$ cat src/rtl/iris_feature_loader.sv
// Byte-stream front end for the iris classifier: quantises 4 bytes per sample, holds features, returns class + sequence number.
// Optional per-class result counters are built only when IRIS_LOADER_STATS_EN is defined.
module iris_feature_loader #(
  parameter int QSHIFT  = 0,
  parameter int CLS_LAT = 1,
  parameter int SEQ_W   = 8
) (
  input  logic             clk,
  input  logic             reset,
  input  logic             s_valid,
  output logic             s_ready,
  input  logic [7:0]       s_data,
  input  logic             s_first,
  output logic [4:0]       f_petal_length,
  output logic [4:0]       f_sepal_width,
  output logic [4:0]       f_petal_width,
  output logic [4:0]       f_sepal_length,
  input  logic [2:0]       cls_target,
  output logic             m_valid,
  input  logic             m_ready,
  output logic [2:0]       m_class,
  output logic [SEQ_W-1:0] m_seq,
  output logic             frame_err
`ifdef IRIS_LOADER_STATS_EN
  ,
  output logic [15:0]      cnt_c1,
  output logic [15:0]      cnt_c2,
  output logic [15:0]      cnt_c3,
  output logic [15:0]      cnt_bad
`endif
);

  localparam int EW = $clog2(CLS_LAT + 2);

  typedef enum logic [1:0] {COLLECT, EVAL, OUT} state_t;

  state_t           state_q, state_d;
  logic [1:0]       cnt_q, cnt_d;
  logic [EW-1:0]    ev_q, ev_d;
  logic [4:0]       sh0_q, sh0_d, sh1_q, sh1_d, sh2_q, sh2_d;
  logic [4:0]       fpl_q, fpl_d, fsw_q, fsw_d, fpw_q, fpw_d, fsl_q, fsl_d;
  logic             s_ready_q, s_ready_d;
  logic             m_valid_q, m_valid_d;
  logic [2:0]       m_class_q, m_class_d;
  logic [SEQ_W-1:0] m_seq_q, m_seq_d;
  logic             frame_err_q, frame_err_d;
  logic             beat, hs;
  logic [4:0]       qd;

  function automatic logic [4:0] quant(input logic [7:0] d);
    logic [7:0] q;
    q = d >> QSHIFT;
    return (q > 8'd31) ? 5'd31 : q[4:0];
  endfunction

  assign beat = s_valid & s_ready_q;
  assign hs   = m_valid_q & m_ready;
  assign qd   = quant(s_data);

  always_comb begin
    state_d     = state_q;
    cnt_d       = cnt_q;
    ev_d        = ev_q;
    sh0_d       = sh0_q;
    sh1_d       = sh1_q;
    sh2_d       = sh2_q;
    fpl_d       = fpl_q;
    fsw_d       = fsw_q;
    fpw_d       = fpw_q;
    fsl_d       = fsl_q;
    s_ready_d   = s_ready_q;
    m_valid_d   = m_valid_q;
    m_class_d   = m_class_q;
    m_seq_d     = m_seq_q;
    frame_err_d = 1'b0;
    case (state_q)
      COLLECT: begin
        if (beat) begin
          // A first-marked byte mid-frame restarts the frame with itself as byte 0
          if (s_first && (cnt_q != 2'd0)) begin
            sh0_d       = qd;
            cnt_d       = 2'd1;
            frame_err_d = 1'b1;
          end else begin
            cnt_d = cnt_q + 2'd1;
            case (cnt_q)
              2'd0: sh0_d = qd;
              2'd1: sh1_d = qd;
              2'd2: sh2_d = qd;
              default: begin
                fpl_d     = sh0_q;
                fsw_d     = sh1_q;
                fpw_d     = sh2_q;
                fsl_d     = qd;
                ev_d      = '0;
                s_ready_d = 1'b0;
                state_d   = EVAL;
              end
            endcase
          end
        end
      end
      EVAL: begin
        if (ev_q == EW'(CLS_LAT)) begin
          m_class_d = cls_target;
          m_valid_d = 1'b1;
          state_d   = OUT;
        end else begin
          ev_d = ev_q + 1'b1;
        end
      end
      OUT: begin
        if (hs) begin
          m_valid_d = 1'b0;
          m_seq_d   = m_seq_q + 1'b1;
          cnt_d     = 2'd0;
          s_ready_d = 1'b1;
          state_d   = COLLECT;
        end
      end
      default: state_d = COLLECT;
    endcase
  end

  always_ff @(posedge clk) begin
    if (reset) begin
      state_q     <= COLLECT;
      cnt_q       <= '0;
      ev_q        <= '0;
      sh0_q       <= '0;
      sh1_q       <= '0;
      sh2_q       <= '0;
      fpl_q       <= '0;
      fsw_q       <= '0;
      fpw_q       <= '0;
      fsl_q       <= '0;
      s_ready_q   <= 1'b1;
      m_valid_q   <= 1'b0;
      m_class_q   <= '0;
      m_seq_q     <= '0;
      frame_err_q <= 1'b0;
    end else begin
      state_q     <= state_d;
      cnt_q       <= cnt_d;
      ev_q        <= ev_d;
      sh0_q       <= sh0_d;
      sh1_q       <= sh1_d;
      sh2_q       <= sh2_d;
      fpl_q       <= fpl_d;
      fsw_q       <= fsw_d;
      fpw_q       <= fpw_d;
      fsl_q       <= fsl_d;
      s_ready_q   <= s_ready_d;
      m_valid_q   <= m_valid_d;
      m_class_q   <= m_class_d;
      m_seq_q     <= m_seq_d;
      frame_err_q <= frame_err_d;
    end
  end

  assign s_ready        = s_ready_q;
  assign f_petal_length = fpl_q;
  assign f_sepal_width  = fsw_q;
  assign f_petal_width  = fpw_q;
  assign f_sepal_length = fsl_q;
  assign m_valid        = m_valid_q;
  assign m_class        = m_class_q;
  assign m_seq          = m_seq_q;
  assign frame_err      = frame_err_q;

`ifdef IRIS_LOADER_STATS_EN
  logic [15:0] c1_q, c1_d, c2_q, c2_d, c3_q, c3_d, cb_q, cb_d;

  always_comb begin
    c1_d = c1_q;
    c2_d = c2_q;
    c3_d = c3_q;
    cb_d = cb_q;
    if (hs) begin
      case (m_class_q)
        3'd1:    if (c1_q != 16'hFFFF) c1_d = c1_q + 16'd1;
        3'd2:    if (c2_q != 16'hFFFF) c2_d = c2_q + 16'd1;
        3'd3:    if (c3_q != 16'hFFFF) c3_d = c3_q + 16'd1;
        default: if (cb_q != 16'hFFFF) cb_d = cb_q + 16'd1;
      endcase
    end
  end

  always_ff @(posedge clk) begin
    if (reset) begin
      c1_q <= '0;
      c2_q <= '0;
      c3_q <= '0;
      cb_q <= '0;
    end else begin
      c1_q <= c1_d;
      c2_q <= c2_d;
      c3_q <= c3_d;
      cb_q <= cb_d;
    end
  end

  assign cnt_c1  = c1_q;
  assign cnt_c2  = c2_q;
  assign cnt_c3  = c3_q;
  assign cnt_bad = cb_q;
`endif

endmodule

$ cat config.mk
export PLATFORM = sky130hd
export DESIGN_NAME = iris_feature_loader
export DESIGN_NICKNAME = d
export VERILOG_FILES = /design/src/rtl/iris_feature_loader.sv
export SDC_FILE = /design/constraint.sdc
export NUM_CORES = 1
export LEC_CHECK = 0
export ABC_AREA = 1
export CAP_MARGIN = 0
export CORE_MARGIN = 1.5
export CORE_UTILIZATION = 30
export DETAILED_ROUTE_END_ITERATION = 10
export GPL_ROUTABILITY_DRIVEN = 0
export PLACE_DENSITY_LB_ADDON = 0.3
export SYNTH_ARGS = -nofsm -noshare
export SYNTH_HDL_FRONTEND = slang
export SYNTH_SLANG_ARGS = --single-unit
$ cat constraint.sdc
create_clock -name clk -period 1.45 [get_ports clk]
set_input_delay 0.2175 -clock clk [delete_from_list [all_inputs] [get_ports clk]]
set_output_delay 0.2175 -clock clk [all_outputs]
set_load 0.01 [all_outputs]
==> run metrics, run 1 <==
status finished, final reports clean; Core ar. 7330 um^2; Sw Ratio 23.2%; fmax 709 MHz; post-synth top area cell dfxtp_1; DP Area 3030 um^2; sequential area share after synthesis between 40% and 50%; wire per inst 10.8 um; port bufs 49; Worst path max stage delay approximately 0.54 ns; # hold bufs at CTS 0; Synth Flop Type dfxtp_1; clk slew on worst S/H paths 0.10 ns; Final Hold Vio Count 0; Clock Power Share 35.1%; sw power between 600 and 700 uW; max-cap viol count 0; count of cell types in the netlist 24; initial antenna violation count 0; #FFs+latches synth 55; CP delay by family, top buffers and inverters; CTS root buf clkbuf_8; total track usage between 10% and 20%; max-slew violations 0; Area contributors post-synth dfxtp_1 (48%), nor2_1 (11%), o21ai_0 (6.5%), nand2_1 (5.9%), inv_1 (5.4%); Iter 0 DRT Violations 75; vias roughly 2100; Initial Utilization roughly a third; Site Rows 31; fin crit period 1.41 ns; total CTS buffers 5; Leak 0.00167 uW; Final Cycle Share 97.3%; global-route wire length before repair 8560 um; PwrDens just over 900 nW/um^2; CP startpoint kind flop; worst setup path class reg -> out; IO Pins 50; Worst-Margin Slew slightly above 0.3 ns; Gate power share 11.1%; clock sink total between 50 and 60; Clock Skew 0.00858 ns; CP max FO 2; Cell Area, Synth 2310 um^2; largest net degree at the start of global routing 39; die width 90.7 um; dpl hpwl ~3600 um; Total Wirelength 5030 um; WP data arrival roughly 1.2 ns; gr ovfl total 0; critical path endpoint category output pin; layout cells sized above 1 approximately 15%; Area Overhead vs Synth 40.8%; die area between 8000 and 9000 um^2; internal power 2270 uW; mean cell area of the mapped netlist approximately 7.6 um^2; layout net count 389; CP Cell Sequence clkdlybuf4s50_1; most common cell in the netlist nor2_1; worst endpoint required time 1.23 ns; Post-synth ARST share 0%; Yosys top cell area share 47.7%; dpl cells 456; Commonest cells post-synth nor2_1 (65), dfxtp_1 (55), nand2_1 (36), inv_1 (33), o21ai_0 (30); Pre-antenna DRT Iters 4; Mapped Cells about 300; Seq pwr share 53.8%; Post-route DRC 0; WP buf/inv 1; peak supply drop 0.404 mV; Hold Path Class reg -> reg; worst skew pair latency 0.31 ns; post-DR vias/cell ~4.5; CTS max path bufs 2; syn nets 324; Yosys Warn Count 0; Max-slew headroom 79.5%; n_diodes 0; Die H 90.7 um; vias in the first global route 2004; final core occ 44.3%; TritonCTS clock tree built; Antenna Nets Post-Route 0; Post-Layout Cell Count 467; fin area 3250 um^2; Post-synth EDFFs 0; slowest cell on the critical path clkdlybuf4s50_1; final setup vio count 0; H-tree levels 2
## logic make-up after synthesis
logic type,Yosys count,share of synthesized area (%)
fa+ha+maj,6,3.25
flops,55,47.7
buf+inv,45,7.75
simple gates,131,26.9
compound gates,65,14.4
## state kept, by name, summed over array words and instances (netlist names), 2 cells and up
name,count
m_seq,8
f_petal_length,5
f_petal_width,5
f_sepal_length,5
f_sepal_width,5
sh0_q,5
sh1_q,5
sh2_q,5
m_class,3
cnt_q,2
ev_q,2
state_q,2
## layout by cell type, fill, tap and decap left out, types with 2 or more instances in the layout
cell / Yosys / layout
ha_1: 6 / 5
nor2_2: 0 / 3
nor2_8: 2 / 2
nand3_1: 9 / 9
nand2_1: 36 / 35
nand4_1: 6 / 6
dlygate4sd2_1: 0 / 7
o21ai_1: 12 / 23
o21ai_0: 30 / 18
inv_2: 3 / 3
inv_1: 33 / 32
dfxtp_1: 55 / 49
clkdlybuf4s50_1: 0 / 27
clkbuf_8: 0 / 6
nor2_4: 4 / 5
a21oi_1: 21 / 21
dfxtp_2: 0 / 5
buf_4: 2 / 13
buf_12: 0 / 3
dlymetal6s2s_1: 0 / 15
nor2_1: 65 / 62
nand2_4: 2 / 3
nor3_1: 2 / 2
nand2_2: 3 / 3
## metal layers
metal,track usage [%],routed length (um)
met1,14.6,2300
met2,22.7,2480
met3,2.61,181
met4,4.76,71
met5,0,0
## worst min-delay path, stage by stage (launching register included)
cell     delay (ns)
dfxtp_1        0.32
nand2_1        0.06
a21oi_1        0.05
## layout make-up
class,instances,area [um^2]
Multi-Input combinational cell,203,1070
Timing Repair Buffer,66,688
Tap cell,99,124
Sequential cell,55,1110
Inverter,36,138
Clock buffer,6,82.6
Fill cell,734,4080
Clock inverter,2,35.0
## timing repair
item / CTS / global route
setup buffers: 1 / 1
pin swaps: 1 / 2
resized for setup: 13 / 39
cloned: 0 / 1
setup endpoints to repair: 35 / 44
## final timing paths
kind                            from                              to  slack [ns]  cells past startpoint
max          m_class[1]$_SDFFE_PP0P_                      m_class[1]        0.04                      1
min          m_class[0]$_SDFFE_PP0P_         m_class[0]$_SDFFE_PP0P_        0.47                      2
max reg2reg    cnt_q[1]$_SDFFE_PP0P_  f_petal_length[3]$_SDFFE_PP0P_        0.09                      9
min reg2reg  m_class[0]$_SDFFE_PP0P_         m_class[0]$_SDFFE_PP0P_        0.47                      2
## metrics by stage
step	worst slack (ns)	total power (uW)	hold slack (ns)	TNS [ns]
after floorplan	0.165	1790	0.382	0
after global placement	-0.139	1920	0.455	-3.76
after detailed placement	-0.184	1920	0.456	-4.27
after CTS	0.000201	2980	0.471	0
after global routing	-0.00527	3100	0.483	-0.00527
final	0.0389	2960	0.470	0
## power groups by stage
| stage | combinational [uW] | sequential, uW | clock (uW) |
|---|---|---|---|
| 6_report | 328 | 1590 | 1040 |
| 5_1_grt | 370 | 1600 | 1130 |
| 4_1_cts | 304 | 1590 | 1090 |
| 3_5_place_dp | 299 | 1620 | 0 |
| 3_3_place_gp | 294 | 1630 | 0 |
| 2_1_floorplan | 167 | 1620 | 0 |
Power figures use the tool's default switching activity.
==> run 2: changes to the inputs <==
--- a/config.mk
+++ b/config.mk
@@ -12,6 +12,7 @@
 export DETAILED_ROUTE_END_ITERATION = 10
 export GPL_ROUTABILITY_DRIVEN = 0
 export PLACE_DENSITY_LB_ADDON = 0.3
+export SLEW_MARGIN = 10
 export SYNTH_ARGS = -nofsm -noshare
 export SYNTH_HDL_FRONTEND = slang
 export SYNTH_SLANG_ARGS = --single-unit
==> results of run 2 <==
Same layout as run 1: the final DEF is identical, and so are final timing and power.
==> run 3: changes to the inputs <==
--- a/config.mk
+++ b/config.mk
@@ -10,6 +10,7 @@
 export CORE_MARGIN = 1.5
 export CORE_UTILIZATION = 30
 export DETAILED_ROUTE_END_ITERATION = 10
+export DONT_BUFFER_PORTS = 1
 export GPL_ROUTABILITY_DRIVEN = 0
 export PLACE_DENSITY_LB_ADDON = 0.3
 export SLEW_MARGIN = 10
==> run 3 against run 2 <==
Clock power down 14%. Die area did not move. Combinational power shrank 19%. Core utilization is 7.6 points lower. First-iteration DRC count decreased by 33%. Sequential share of layout area is 6.9 points higher. Sequential cell count unchanged. Wire length shrank 3.4%. Sequential power about the same. Clock skew increased by 0.0044 ns. Non-clock buffer count shrank 52. Largest cell class unchanged.
==> run metrics, run 3 (synthesis gave the netlist of run 1 again) <==
Hold Path Class in -> reg; vias in the first global route 1660; clk slew on worst S/H paths 0.10 ns; Max-slew headroom around two thirds; peak supply drop 0.371 mV; die area 8230 um^2; total CTS buffers 5; layout cells sized above 1 14.3%; clock sink total 55; TritonCTS clock tree built; setup total negative slack 0 ns; initial antenna violation count 0; wire per inst 11.7 um; worst endpoint required time about 1.7 ns; Post-route DRC 0; Post-Layout Cell Count 414; Final Hold Vio Count 0; max-slew violations 0; WP data arrival 1.61 ns; Initial Utilization a little under a third; die width 90.7 um; CP Cell Sequence inv_2, ha_4, inv_1, nand2_4, nand3_4, buf_12, o21ai_0, nor2_1; n_diodes 0; dpl cells 399; Area Overhead vs Synth 16.6%; dpl hpwl ~3400 um; worst skew pair latency 0.31 ns; PwrDens between 1000 and 1500 nW/um^2; Worst-Margin Slew between 0.4 and 0.5 ns; final total power 2760 uW; total track usage between 10% and 20%; fmax 714 MHz; CP startpoint kind flop; Worst path max stage delay between 0.3 and 0.4 ns; status finished, final reports clean; largest net degree at the start of global routing between 40 and 50; DP Area 2470 um^2; Antenna Nets Post-Route 0; slowest cell on the critical path dfxtp_4; Iter 0 DRT Violations 50; IO Pins 50; Clock Skew approximately 0.013 ns; H-tree levels 2; vias 1853; global-route wire length before repair 7980 um; CTS max path bufs 2; Largest register FFs 8; fin crit period 1.40 ns; WP buf/inv 3; commonest non-fill, non-tap cell in the layout nor2_1; CP delay by family, top flip-flops; CTS root buf clkbuf_8; critical path endpoint category flop; commonest non-fill, non-tap cells in the layout nor2_1 (64), dfxtp_1 (53), nand2_1 (35), inv_1 (31), o21ai_0 (23); Final Cycle Share 96.6%; final core occ a little under two fifths; Core ar. 7330 um^2; Leak 0.00117 uW; port bufs 0; Site Rows 31; CP max FO 9; Total Wirelength 4860 um; Pre-antenna DRT Iters 4; final setup vio count 0; worst setup path class reg -> reg; layout net count 336; RSZ-0062 raised after global routing true; post-DR vias/cell 4.48; gr ovfl total 0; fin area between 2000 and 3000 um^2; max-cap viol count 0; Die H 90.7 um
[run 3: changes by cell type in the layout (fill, tap and decap cells not counted), moves of 5 or more]
cell and delta:
clkdlybuf4s50_1 -27, dlymetal6s2s_1 -15, dlygate4sd2_1 -7, buf_4 -5, o21ai_0 +5, o21ai_1 -5
[run 3: cell type report]
type                            count  area, um^2
Fill cell                         771        4640
Sequential cell                    55        1110
Multi-Input combinational cell    202        1060
Timing Repair Buffer               14         166
Inverter                           36         140
Tap cell                           99         124
Clock buffer                        5        68.8
Clock inverter                      3        26.3
[run 3: power breakdown]
| group | total, uW | switching (uW) | internal [uW] | leakage [uW] |
|---|---|---|---|---|
| combinational | 267 | 156 | 110 | 0.000671 |
| clock | 894 | 537 | 357 | 0.0000491 |
| sequential | 1600 | 35.3 | 1560 | 0.000447 |
[run 3: routing by layer]
metal  vias up  GRT usage (%)  share of wire (%)
li1        996              -                  -
met1       818           14.7                 45
met2        32           19.6                 48
met3         7           4.46                5.9
met4         0           3.57                1.2
met5         -              0                  0
[run 3: final timing paths]
check                   startpoint                             end  slack, ns  depth (start not counted)
max          cnt_q[0]$_SDFFE_PP0P_  f_sepal_length[4]$_SDFFE_PP0P_       0.05                          8
min                  cls_target[2]         m_class[2]$_SDFFE_PP0P_       0.06                          2
max reg2reg  cnt_q[0]$_SDFFE_PP0P_  f_sepal_length[4]$_SDFFE_PP0P_       0.05                          8
min reg2reg   ev_q[1]$_SDFFE_PP0P_            ev_q[1]$_SDFFE_PP0P_       0.48                          2
[run 3: what timing repair did]
item | 4_1_cts | 5_1_grt
gates cloned | 0 | 1
setup buffers | 0 | 5
hold endpoints to repair | 10 | 0
pin swaps | 1 | 3
hold buffers | 1 | 0
setup endpoints to repair | 21 | 37
gates resized for setup | 2 | 22
[run 3: metrics by stage]
step           hold slack (ns)  setup slack (ns)
2_1_floorplan            0.382             0.165
3_3_place_gp             0.284            0.0404
3_5_place_dp             0.285           -0.0125
4_1_cts                 0.0502          -0.00506
5_1_grt                 0.0531           -0.0218
6_report                0.0604            0.0494
[run 3: worst reg2reg max path, delay by kind of cell, from the launching register on]
family | cells | cell delay [ns]
DFF | 1 | 0.37
buffers and inverters | 3 | 0.32
and+or+nand+nor | 3 | 0.30
AOI/OAI and AO/OA | 1 | 0.17
adders and majority gates | 1 | 0.14
==> variant (settings of run 3) <==
Re-encode `state_t` (3 states) as one-hot, 3 bits wide.
--- a/src/rtl/iris_feature_loader.sv
+++ b/src/rtl/iris_feature_loader.sv
@@ -33,5 +33,5 @@
   localparam int EW = $clog2(CLS_LAT + 2);
 
-  typedef enum logic [1:0] {COLLECT, EVAL, OUT} state_t;
+  typedef enum logic [2:0] {COLLECT = 3'b001, EVAL = 3'b010, OUT = 3'b100} state_t;
 
   state_t           state_q, state_d;
Behaviour: no difference found for any inputs over 10 cycles, from zero or initial values and one cycle with reset high; not proved beyond that.
==> variant against run 3 <==
Area after synthesis increased by 3.7%; worst setup slack improved by 0.039 ns; synthesized cell count increased by 11%; sequential cell count increased by 1; routed wire length increased by 7.0%; clock power decreased by 2%; cell area increased by 4.0%; non-clock buffer count increased by 5; total power increased by 2.8%; largest cell class is now multi-input gates.
==> variant: results <==
[synth]
post_synth_num_cell_types = 23
syn_area_per_cell_um2 = 7.13
synth_area_leaders = "dfxtp_1 (47%), nor2_1 (16%), nand2_1 (11%), o21ai_0 (5.2%), inv_1 (4.7%)"
synth_fp_nets = 358
yosys_warnings = 0
ys_seq_area_share_pct = 46.8
synth_common_cells = "nor2_1 (103), nand2_1 (68), dfxtp_1 (56)"
async_reset_ff_share_pct = 0

[global_route]
grt_max_degree = 50
grt_first_pass_wirelength_um = 8630
grt_pass1_vias = 1922
antenna_found_initial = 0
grt.total_usage_pct = 12.6

[cells_and_area]
nNetsFinal = 376
drive_gt1_share_pct = 13.8
antennaDiodeCount = 0

[drt]
wl_per_cell_um = 11.4
drc = 0
vias = 2022
drt_pre_antenna_iters = 4
drt_iter0_drc = 38
viasPerCell = 4.42

[critical_path]
crit_fanout = 5
worstPathArrival_ns = 1.58

[clocking]
clockRootBuffer = "clkbuf_8"
postCtsSetupRepairBufs = 0
clk_path_buf_depth = 2
cts_buffers = 5
clk_pin_slew_ns = 0.10

[sta]
worst_slew_pin_slew_ns = 0.282
setup_viol = 0
fin_skew_ns = 0.00631

[placed_design]
port_buffers = 0
dp_hpwl_um = 3690
dp_cells = 446
post-place-ws_ns = -0.146

[outcome]
status = "complete, no violations"

[worst_hold_path]
min_path_type = "input pin to flop"

[power]
p_leak_nw = 1.14
ir_drop_mv = 0.463
variant: changes by cell type in the layout (fill, tap and decap cells not counted), moves of 3 or more:
cell            run 3  this run
a21oi_1            21         9
inv_2               4         1
nand4_1             6         2
nor2_1             64       101
inv_6               3         0
inv_1              31        27
nand2_1            35        64
o21ai_1            18         6
buf_4               8        15
variant: cells by family (layout without fill, tap and decap cells):
logic type,count (synthesis),after routing,share of synthesized area [%]
flip-flops,56,56,46.8
buffers and inverters,41,58,7.89
AND/OR/NAND/NOR,192,194,33.2
AO/OA/AOI/OAI,40,40,8.62
XOR/XNOR,1,1,0.366
adder cells (fa/ha/maj),6,6,3.13
variant: power by group:
part,switching [mW],internal (mW)
logic,0.190,0.130
registers,0.0421,1.60
clock network,0.532,0.343
variant: stage by stage:
| stage | cell area [um2] | power, mW | utilization [%] |
|---|---|---|---|
| floorplan | 2390 | 1.87 | - |
| global placement | 2610 | 1.94 | 33.8 |
| detailed placement | 2610 | 1.94 | 33.8 |
| CTS | 2730 | 2.83 | 35.4 |
| global route | 2800 | 2.99 | 36.2 |
| finish | 2800 | 2.83 | 36.2 |
variant: per-layer routing:
layer	track usage, %	vias up	share of wire, %
li1	-	1074	-
met1	13.3	898	42
met2	22.9	43	49
met3	5.01	7	7.2
met4	3.97	0	1.5
met5	0	-	0
variant: critical path, cell delays in order (launching register included):
cell,delay [ns]
dfxtp_4,0.38
inv_4,0.06
ha_4,0.13
nor2_2,0.04
buf_4,0.13
inv_4,0.07
nand2_8,0.08
nor2_4,0.19
nand2_1,0.08
nand2_1,0.06
nor2_1,0.04
variant: what timing repair did:
| item | in CTS | in global routing |
|---|---|---|
| resized for setup | 5 | 20 |
| gates cloned | 1 | 1 |
| pin swaps | 2 | 5 |
| setup endpoints to repair | 31 | 36 |
| hold endpoints to repair | 7 | 0 |
| hold buffers | 1 | 0 |
variant: cell type report:
cell class | count | area [um2]
Multi-Input combinational cell | 241 | 1150
Timing Repair Buffer | 19 | 174
Fill cell | 863 | 4930
Inverter | 31 | 126
Clock inverter | 3 | 23.8
Sequential cell | 56 | 1130
Clock buffer | 5 | 68.8
Tap cell | 102 | 128
variant: worst paths after layout:
| path | end | cells past startpoint | slack [ns] | from |
|---|---|---|---|---|
| worst max register to register | sh1_q[3]$_SDFFE_PP0P_ | 10 | 0.09 | cnt_q[1]$_SDFFE_PP0P_ |
| worst min-delay path | m_class[0]$_SDFFE_PP0P_ | 2 | 0.04 | cls_target[0] |
| worst min register to register | sh1_q[2]$_SDFFE_PP0P_ | 2 | 0.49 | sh1_q[2]$_SDFFE_PP0P_ |
| worst max-delay path | sh1_q[3]$_SDFFE_PP0P_ | 10 | 0.09 | cnt_q[1]$_SDFFE_PP0P_ |
